$ cat src/rtl/hex_display_arbiter.sv
// Round-robin owner of the shared 7-segment display. Each owner keeps the display for a minimum dwell time.
// A one-cycle blank gap separates consecutive owners.
module hex_display_arbiter #(
  parameter int NUM_SRC      = 4,
  parameter int DIGITS       = 4,
  parameter int CLK_PER_TICK = 5,
  parameter int DWELL_TICKS  = 8,
  localparam int OW = (NUM_SRC > 1) ? $clog2(NUM_SRC) : 1
) (
  input  logic                        clk,
  input  logic                        reset,
  input  logic [NUM_SRC-1:0]          req,
  input  logic [NUM_SRC*DIGITS*4-1:0] data,
  output logic [NUM_SRC-1:0]          grant,
  output logic [OW-1:0]               owner,
  output logic [DIGITS*4-1:0]         hex_out,
  output logic                        valid
);

  localparam int TW = (CLK_PER_TICK > 1) ? $clog2(CLK_PER_TICK) : 1;
  localparam int DW = $clog2(DWELL_TICKS + 1);

  localparam logic [1:0] IDLE   = 2'd0;
  localparam logic [1:0] OWN    = 2'd1;
  localparam logic [1:0] SWITCH = 2'd2;

  logic [1:0]          state_q, state_d;
  logic [NUM_SRC-1:0]  grant_q, grant_d;
  logic [OW-1:0]       owner_q, owner_d;
  logic [OW-1:0]       rr_ptr_q, rr_ptr_d;
  logic [DIGITS*4-1:0] hex_q, hex_d;
  logic                valid_q, valid_d;
  logic [TW-1:0]       tick_cnt_q, tick_cnt_d;
  logic [DW-1:0]       dwell_cnt_q, dwell_cnt_d;

  logic                tick;
  logic                pickFound;
  logic [OW-1:0]       pickIdx;
  logic [NUM_SRC-1:0]  ownerMask;
  logic                otherPend;
  logic                dwellDone;
  logic                ownExit;

  assign tick      = (tick_cnt_q == TW'(CLK_PER_TICK - 1));
  assign ownerMask = NUM_SRC'(1) << owner_q;
  assign otherPend = |(req & ~ownerMask);
  assign dwellDone = (dwell_cnt_q == DW'(DWELL_TICKS));
  assign ownExit   = !req[owner_q] || (dwellDone && otherPend);

  // First requester at or after rr_ptr, wrapping around the source count.
  always_comb begin
    pickFound = 1'b0;
    pickIdx   = '0;
    for (int k = 0; k < NUM_SRC; k++) begin
      if (!pickFound && req[(int'(rr_ptr_q) + k) % NUM_SRC]) begin
        pickFound = 1'b1;
        pickIdx   = OW'((int'(rr_ptr_q) + k) % NUM_SRC);
      end
    end
  end

  always_comb begin
    state_d     = state_q;
    grant_d     = grant_q;
    owner_d     = owner_q;
    rr_ptr_d    = rr_ptr_q;
    hex_d       = hex_q;
    valid_d     = valid_q;
    dwell_cnt_d = dwell_cnt_q;
    tick_cnt_d  = tick ? '0 : tick_cnt_q + TW'(1);

    case (state_q)
      OWN: begin
        hex_d = data[owner_q*DIGITS*4 +: DIGITS*4];
        if (tick && !dwellDone) begin
          dwell_cnt_d = dwell_cnt_q + DW'(1);
        end
        if (ownExit) begin
          state_d  = SWITCH;
          grant_d  = '0;
          valid_d  = 1'b0;
          rr_ptr_d = OW'((int'(owner_q) + 1) % NUM_SRC);
        end else begin
          valid_d = 1'b1;
        end
      end
      default: begin
        // IDLE and the SWITCH gap both hand the display to the next requester, if any.
        grant_d = '0;
        valid_d = 1'b0;
        if (pickFound) begin
          state_d     = OWN;
          grant_d     = NUM_SRC'(1) << pickIdx;
          owner_d     = pickIdx;
          dwell_cnt_d = '0;
        end else begin
          state_d = IDLE;
        end
      end
    endcase
  end

  always_ff @(posedge clk) begin
    if (!reset) begin
      state_q     <= IDLE;
      grant_q     <= '0;
      owner_q     <= '0;
      rr_ptr_q    <= '0;
      hex_q       <= '0;
      valid_q     <= 1'b0;
      tick_cnt_q  <= '0;
      dwell_cnt_q <= '0;
    end else begin
      state_q     <= state_d;
      grant_q     <= grant_d;
      owner_q     <= owner_d;
      rr_ptr_q    <= rr_ptr_d;
      hex_q       <= hex_d;
      valid_q     <= valid_d;
      tick_cnt_q  <= tick_cnt_d;
      dwell_cnt_q <= dwell_cnt_d;
    end
  end

  assign grant   = grant_q;
  assign owner   = owner_q;
  assign hex_out = hex_q;
  assign valid   = valid_q;

endmodule

$ cat config.mk
export PLATFORM = sky130hd
export DESIGN_NAME = hex_display_arbiter
export DESIGN_NICKNAME = d
export VERILOG_FILES = /design/src/rtl/hex_display_arbiter.sv
export SDC_FILE = /design/constraint.sdc
export NUM_CORES = 1
export LEC_CHECK = 0
export BUFFER_PORTS_ARGS = -buffer_cell sky130_fd_sc_hd__buf_2
export CAP_MARGIN = 0
export CORE_UTILIZATION = 50
export CTS_CLUSTER_DIAMETER = 200
export DETAILED_ROUTE_END_ITERATION = 10
export GPL_TIMING_DRIVEN = 1
export PLACE_DENSITY = 0.85
export SETUP_SLACK_MARGIN = 0.02
export SLEW_MARGIN = 20
export SYNTH_ARGS = -nofsm -noshare
export SYNTH_HDL_FRONTEND = slang
export SYNTH_SLANG_ARGS = --single-unit
$ cat constraint.sdc
create_clock -name clk -period 4.45 [get_ports clk]
set_input_delay 0.6675 -clock clk [delete_from_list [all_inputs] [get_ports clk]]
set_output_delay 0.6675 -clock clk [all_outputs]
set_load 0.02 [all_outputs]
After elaboration in Yosys (flattened, before gate mapping)
Index checks and enable logic that the tools add are counted.
Storage, ports and cells
  logic and storage cells: 86
  output and inout bits: 23
  bits in registers: 34
Cells by class
  shift-type cells: 3
  add/sub/neg operators: 6
  bitwise gates (word level): 7
  $lt $le $gt $ge: 5
  mux-type cells: 31
  equality and inequality tests: 5
  reductions and logical operators: 21
Operators by type and width (count)
  64-bit by 7-bit variable part select with 16-bit output: 1
  4-bit 2-to-1 mux: 6
  1-bit 2-to-1 mux: 14
  3-bit by 4-bit less-than comparator with 1-bit output, second input constant: 3
  2-bit 2-to-1 mux: 6
  1-bit binary-select mux with 2-bit select: 5
  2-bit AND reduction: 4
  2-bit OR reduction: 4
  1-bit by 2-bit left shift with 4-bit output, first input constant: 2
  2-bit by 3-bit less-than comparator with 1-bit output, second input constant: 2
  1-bit logical AND: 5
  1-bit zero test: 5
  2-bit by 1-bit adder with 2-bit output, second input constant: 2
  2-bit adder, second input constant: 2
  4-bit by 1-bit adder with 4-bit output, second input constant: 1
  4-bit AND: 1
  4-bit == test, second input constant: 1
  2-bit inequality test, second input constant: 2
  4-bit NOT: 1
  4-bit OR reduction: 1
  3-bit by 1-bit adder with 3-bit output, second input constant: 1
  1-bit AND, first input constant: 3
  3-bit == test, second input constant: 1
  2-bit by 1-bit == test with 1-bit output, second input constant: 1
  other kinds (3): 4

Longest topological paths before layout
  depth in word-level cells: 17
  gate-level depth with buffers: 9
  mapped depth without buffers: 7

Least setup slack after synthesis
No wires, ideal clock.
  kind: flip-flop to flip-flop
  from: register owner_q[1] (netlist: owner[1])
  to: register rr_ptr_q[0]
  arrival time: 2047 ps
  cell stages (with the launch flop): 10
  slack: 2287 ps
  path through: dfxtp_1 > buf_2 > buf_2 > inv_1 > ha_1 > or2b_1 > a41oi_2 > nor2_1 > or3_1 > o211a_1
Between the ends
  cells in the longest elaborated chain, start to end: 7
  elaborated cells on any way between the ends: 10
  those cells by class: shift (1); mux (2); bitwise (2); reduce/logical (5)
Ends and longest elaborated chain
  from (decl): RTL line 29  | logic [OW-1:0] owner_q, owner_d;
  from (signal assigned): RTL line 116  | owner_q <= owner_d;
  1-bit by 2-bit left shift with 4-bit output: RTL line 45  | assign ownerMask = NUM_SRC'(1) << owner_q;
  4-bit NOT: RTL line 46  | assign otherPend = |(req & ~ownerMask);
  4-bit AND: RTL line 46
  4-bit OR reduction: RTL line 46
  1-bit logical AND: RTL line 48  | assign ownExit = !req[owner_q] || (dwellDone && otherPend);
  1-bit logical OR *: RTL line 48
  2-bit AND reduction (no source line) *
  to (signal assigned): RTL line 117  | rr_ptr_q <= rr_ptr_d;
  to (decl): RTL line 30  | logic [OW-1:0] rr_ptr_q, rr_ptr_d;
Every way passes the cells marked *; elsewhere a longest branch is shown, timed or not. The select of a mux whose other input is x is not followed.
A chain may end at the register's enable or synchronous reset.

Worst setup path in the final report
  from: register owner_q[0] (netlist: owner[0])
  to: register rr_ptr_q[0]
Between the ends
  cells in the longest elaborated chain, start to end: 7
  elaborated cells on any way between the ends: 11
  those cells by class: add/sub (1); shift (1); mux (2); bitwise (2); reduce/logical (5)
Ends and longest elaborated chain (RTL line)
  1-bit by 2-bit left shift with 4-bit output: 45
  4-bit NOT: 46
  4-bit AND: 46
  4-bit OR reduction: 46
  1-bit logical AND: 48
  1-bit logical OR: 48
  2-bit AND reduction (no source line)
Several ways; a longest one is shown, not always the timed one. The select of a mux whose other input is x is not followed.

==> metrics <==
global route overflow 0; Max Cap Violations 0; sequential cell area fraction in the yosys report 0.3443; die height 64.88 µm; Syn Area/Cell 9.787 µm²; Ant. Diodes 0; fmax 0.4179 GHz; io pins 93; Synth cell types 41; FILL cells 299; Clock Skew 0.003348 ns; vias 1818; Sequential Area 680.7 µm²; CP Launch Type register; final WL 4.577 mm; Hold Path Class register to register; crit end category register; Worst EP required 4.63 ns; master of the slowest instance on the critical path dfxtp_1; first-pass GRT wire length 7.251 mm; clock-pin slew on the worst setup and hold paths 0.07 ns; Worst slew margin 0.3991; Slew Limit Fails 0; worst-margin pin slew 0.9001 ns; H-tree levels 2; unrepaired setup endpoints after global routing no; drt wl/cell 13.46 µm; largest net degree at the start of global routing 35; DRC violations left 0; CTS sink cnt 34; Inserted Clock Buffers 5; post-CTS sizing 0; synthesized cell area 0.001977 mm²; cts hold-fix bufs 0; post-DR vias/cell 5.347; vias in the first global route 1734; Longest Clk Path Bufs 2; Clock Tree Root clkbuf_8; yosys warns 0; Worst VDD drop 170.1 µV; leakage power 1.197 nW; commonest non-fill, non-tap cell in the layout buf_2; multi-input logic area 0.001170 mm²; Crit Path Category register to register; CTS tree built; core box area 0.003716 mm²; layout cells sized above 1 0.4075; antenna-violating nets left 0; pwr/cell area 316.3 mW/mm²; Final Instance Count excl. Fillers 340; Syn Inst Count 202; layout overhead on the synthesized area 29.49%; Placed Instances 332; critical-path cell list buf_4 > inv_1 > ha_1 > or2b_1 > a41oi_2 > nor2_1 > or3_1 > o211a_1; Setup Buffers After CTS 0; hold violation total from the final report 0; crit-path max cell delay 0.67 ns; final setup fails 0; Period Utilization, post-route 0.5377; All-Layer GR Usage 0.2277; fin crit period 2.393 ns; crit path max fanout 12; post-DP HPWL 3.352 mm; commonest non-fill, non-tap cells in the layout buf_2, nand2_1, dfxtp_1, a21boi_0, inv_1; Placer Congestion 0.7934; post-synthesis net count 280; initial antenna violation count 0; Die X 64.88 µm; drt pass-1 iters 4; Initial Utilization 0.5320; die area 0.004209 mm²; status complete, no violations; Initial DRC Count 68; Synth Register Bits 34; Port Buf Inserts 92; worst path arrival time 2.57 ns; num rows 22; Post-layout nets 369; top cell family by delay on the critical path flip-flops; TNS Setup 0 ns; worst path bufs/invs 2; clock latency on the worst-skew pair 0.28 ns
-- worst register-to-register path: stages, from the launching register on --
cell and delay, ns:
dfxtp_1 0.67, buf_4 0.34, inv_1 0.12, ha_1 0.20, or2b_1 0.22, a41oi_2 0.22, nor2_1 0.09, or3_1 0.32
o211a_1 0.13
-- flip-flops by register name, summed over array words and instances (netlist names) --
| name | flops |
|---|---|
| state_q | 2 |
| hex_out | 16 |
| owner | 2 |
| tick_cnt_q | 3 |
| dwell_cnt_q | 4 |
| grant | 4 |
| valid | 1 |
| rr_ptr_q | 2 |
-- area by class of cell --
| cell class | instances | share of cell area |
|---|---|---|
| Multi-Input combinational cell | 139 | 0.4570 |
| Clock buffer | 8 | 0.04301 |
| Inverter | 17 | 0.02493 |
| Tap cell | 48 | 0.02346 |
| Sequential cell | 34 | 0.2659 |
| Timing Repair Buffer | 94 | 0.1857 |
-- final timing paths --
path                   start     endpoint  slack [ns]  cells past startpoint
hold reg to reg   hex_out[7]   hex_out[7]        0.46                      2
hold / removal    hex_out[7]   hex_out[7]        0.46                      2
setup / recovery    owner[0]  rr_ptr_q[0]        2.06                      8
setup reg to reg    owner[0]  rr_ptr_q[0]        2.06                      8
-- stage by stage --
step / hold slack [ns] / worst slack (ns) / power, mW / utilization / instance area (µm²)
2_1_floorplan: 0.4731 / 2.287 / 0.4854 / - / 1977
3_3_place_gp: 0.4497 / 2.144 / 0.5482 / 0.6593 / 2450
3_5_place_dp: 0.4548 / 2.069 / 0.5534 / 0.6593 / 2450
4_1_cts: 0.4641 / 2.058 / 0.8160 / 0.6889 / 2560
5_1_grt: 0.4852 / 1.937 / 0.8483 / 0.6889 / 2560
6_report: 0.4602 / 2.057 / 0.8096 / 0.6889 / 2560
-- cells in the mapped netlist, drive strengths merged --
library cell	count	share of area
o22ai	5	0.016
mux2i	2	0.010
or3b	1	0.0044
o211a	1	0.0051
inv	17	0.032
a211oi	1	0.0063
nor3b	1	0.0038
o21a	2	0.0076
buf	6	0.020
a21oi	4	0.010
o21ai	1	0.0025
or2	1	0.0032
or3	1	0.0032
ha	8	0.051
a41oi	1	0.0082
nor2b	4	0.013
a21boi	19	0.072
mux4	17	0.21
nand3b	1	0.0038
o2bb2ai	1	0.0044
xor2	1	0.0044
dfxtp	34	0.34
or2b	2	0.0076
nor4	1	0.0032
nor3	1	0.0051
and2	3	0.0095
nand4	1	0.0032
nand2	40	0.077
nand3	2	0.0051
nand2b	3	0.0095
and3	4	0.013
nor2	8	0.015
clkbuf	6	0.011
a21o	1	0.0038
o221ai	1	0.0044
-- layer usage --
metal,part of all wire,up-vias,track usage
met1,0.43,864,0.2494
met2,0.50,59,0.4049
met4,0.019,0,0.1250
li1,-,888,-
met3,0.055,7,0.04754
met5,0,-,0
-- where the power goes --
| part | switching, mW | total [mW] | internal (mW) |
|---|---|---|---|
| clock | 0.106 | 0.262 | 0.156 |
| combinational | 0.101 | 0.198 | 0.0970 |
| sequential | 0.0210 | 0.350 | 0.329 |
| total | 0.228 | 0.810 | 0.582 |
-- kinds of logic after synthesis --
family / share of synthesized area
simple gates: 0.1791
compound gates: 0.1405
flops: 0.3443
buf+inv: 0.06392
mux: 0.2171
fa+ha+maj: 0.05063
xor+xnor: 0.004431
No activity file was read; power rests on OpenSTA's default activity.
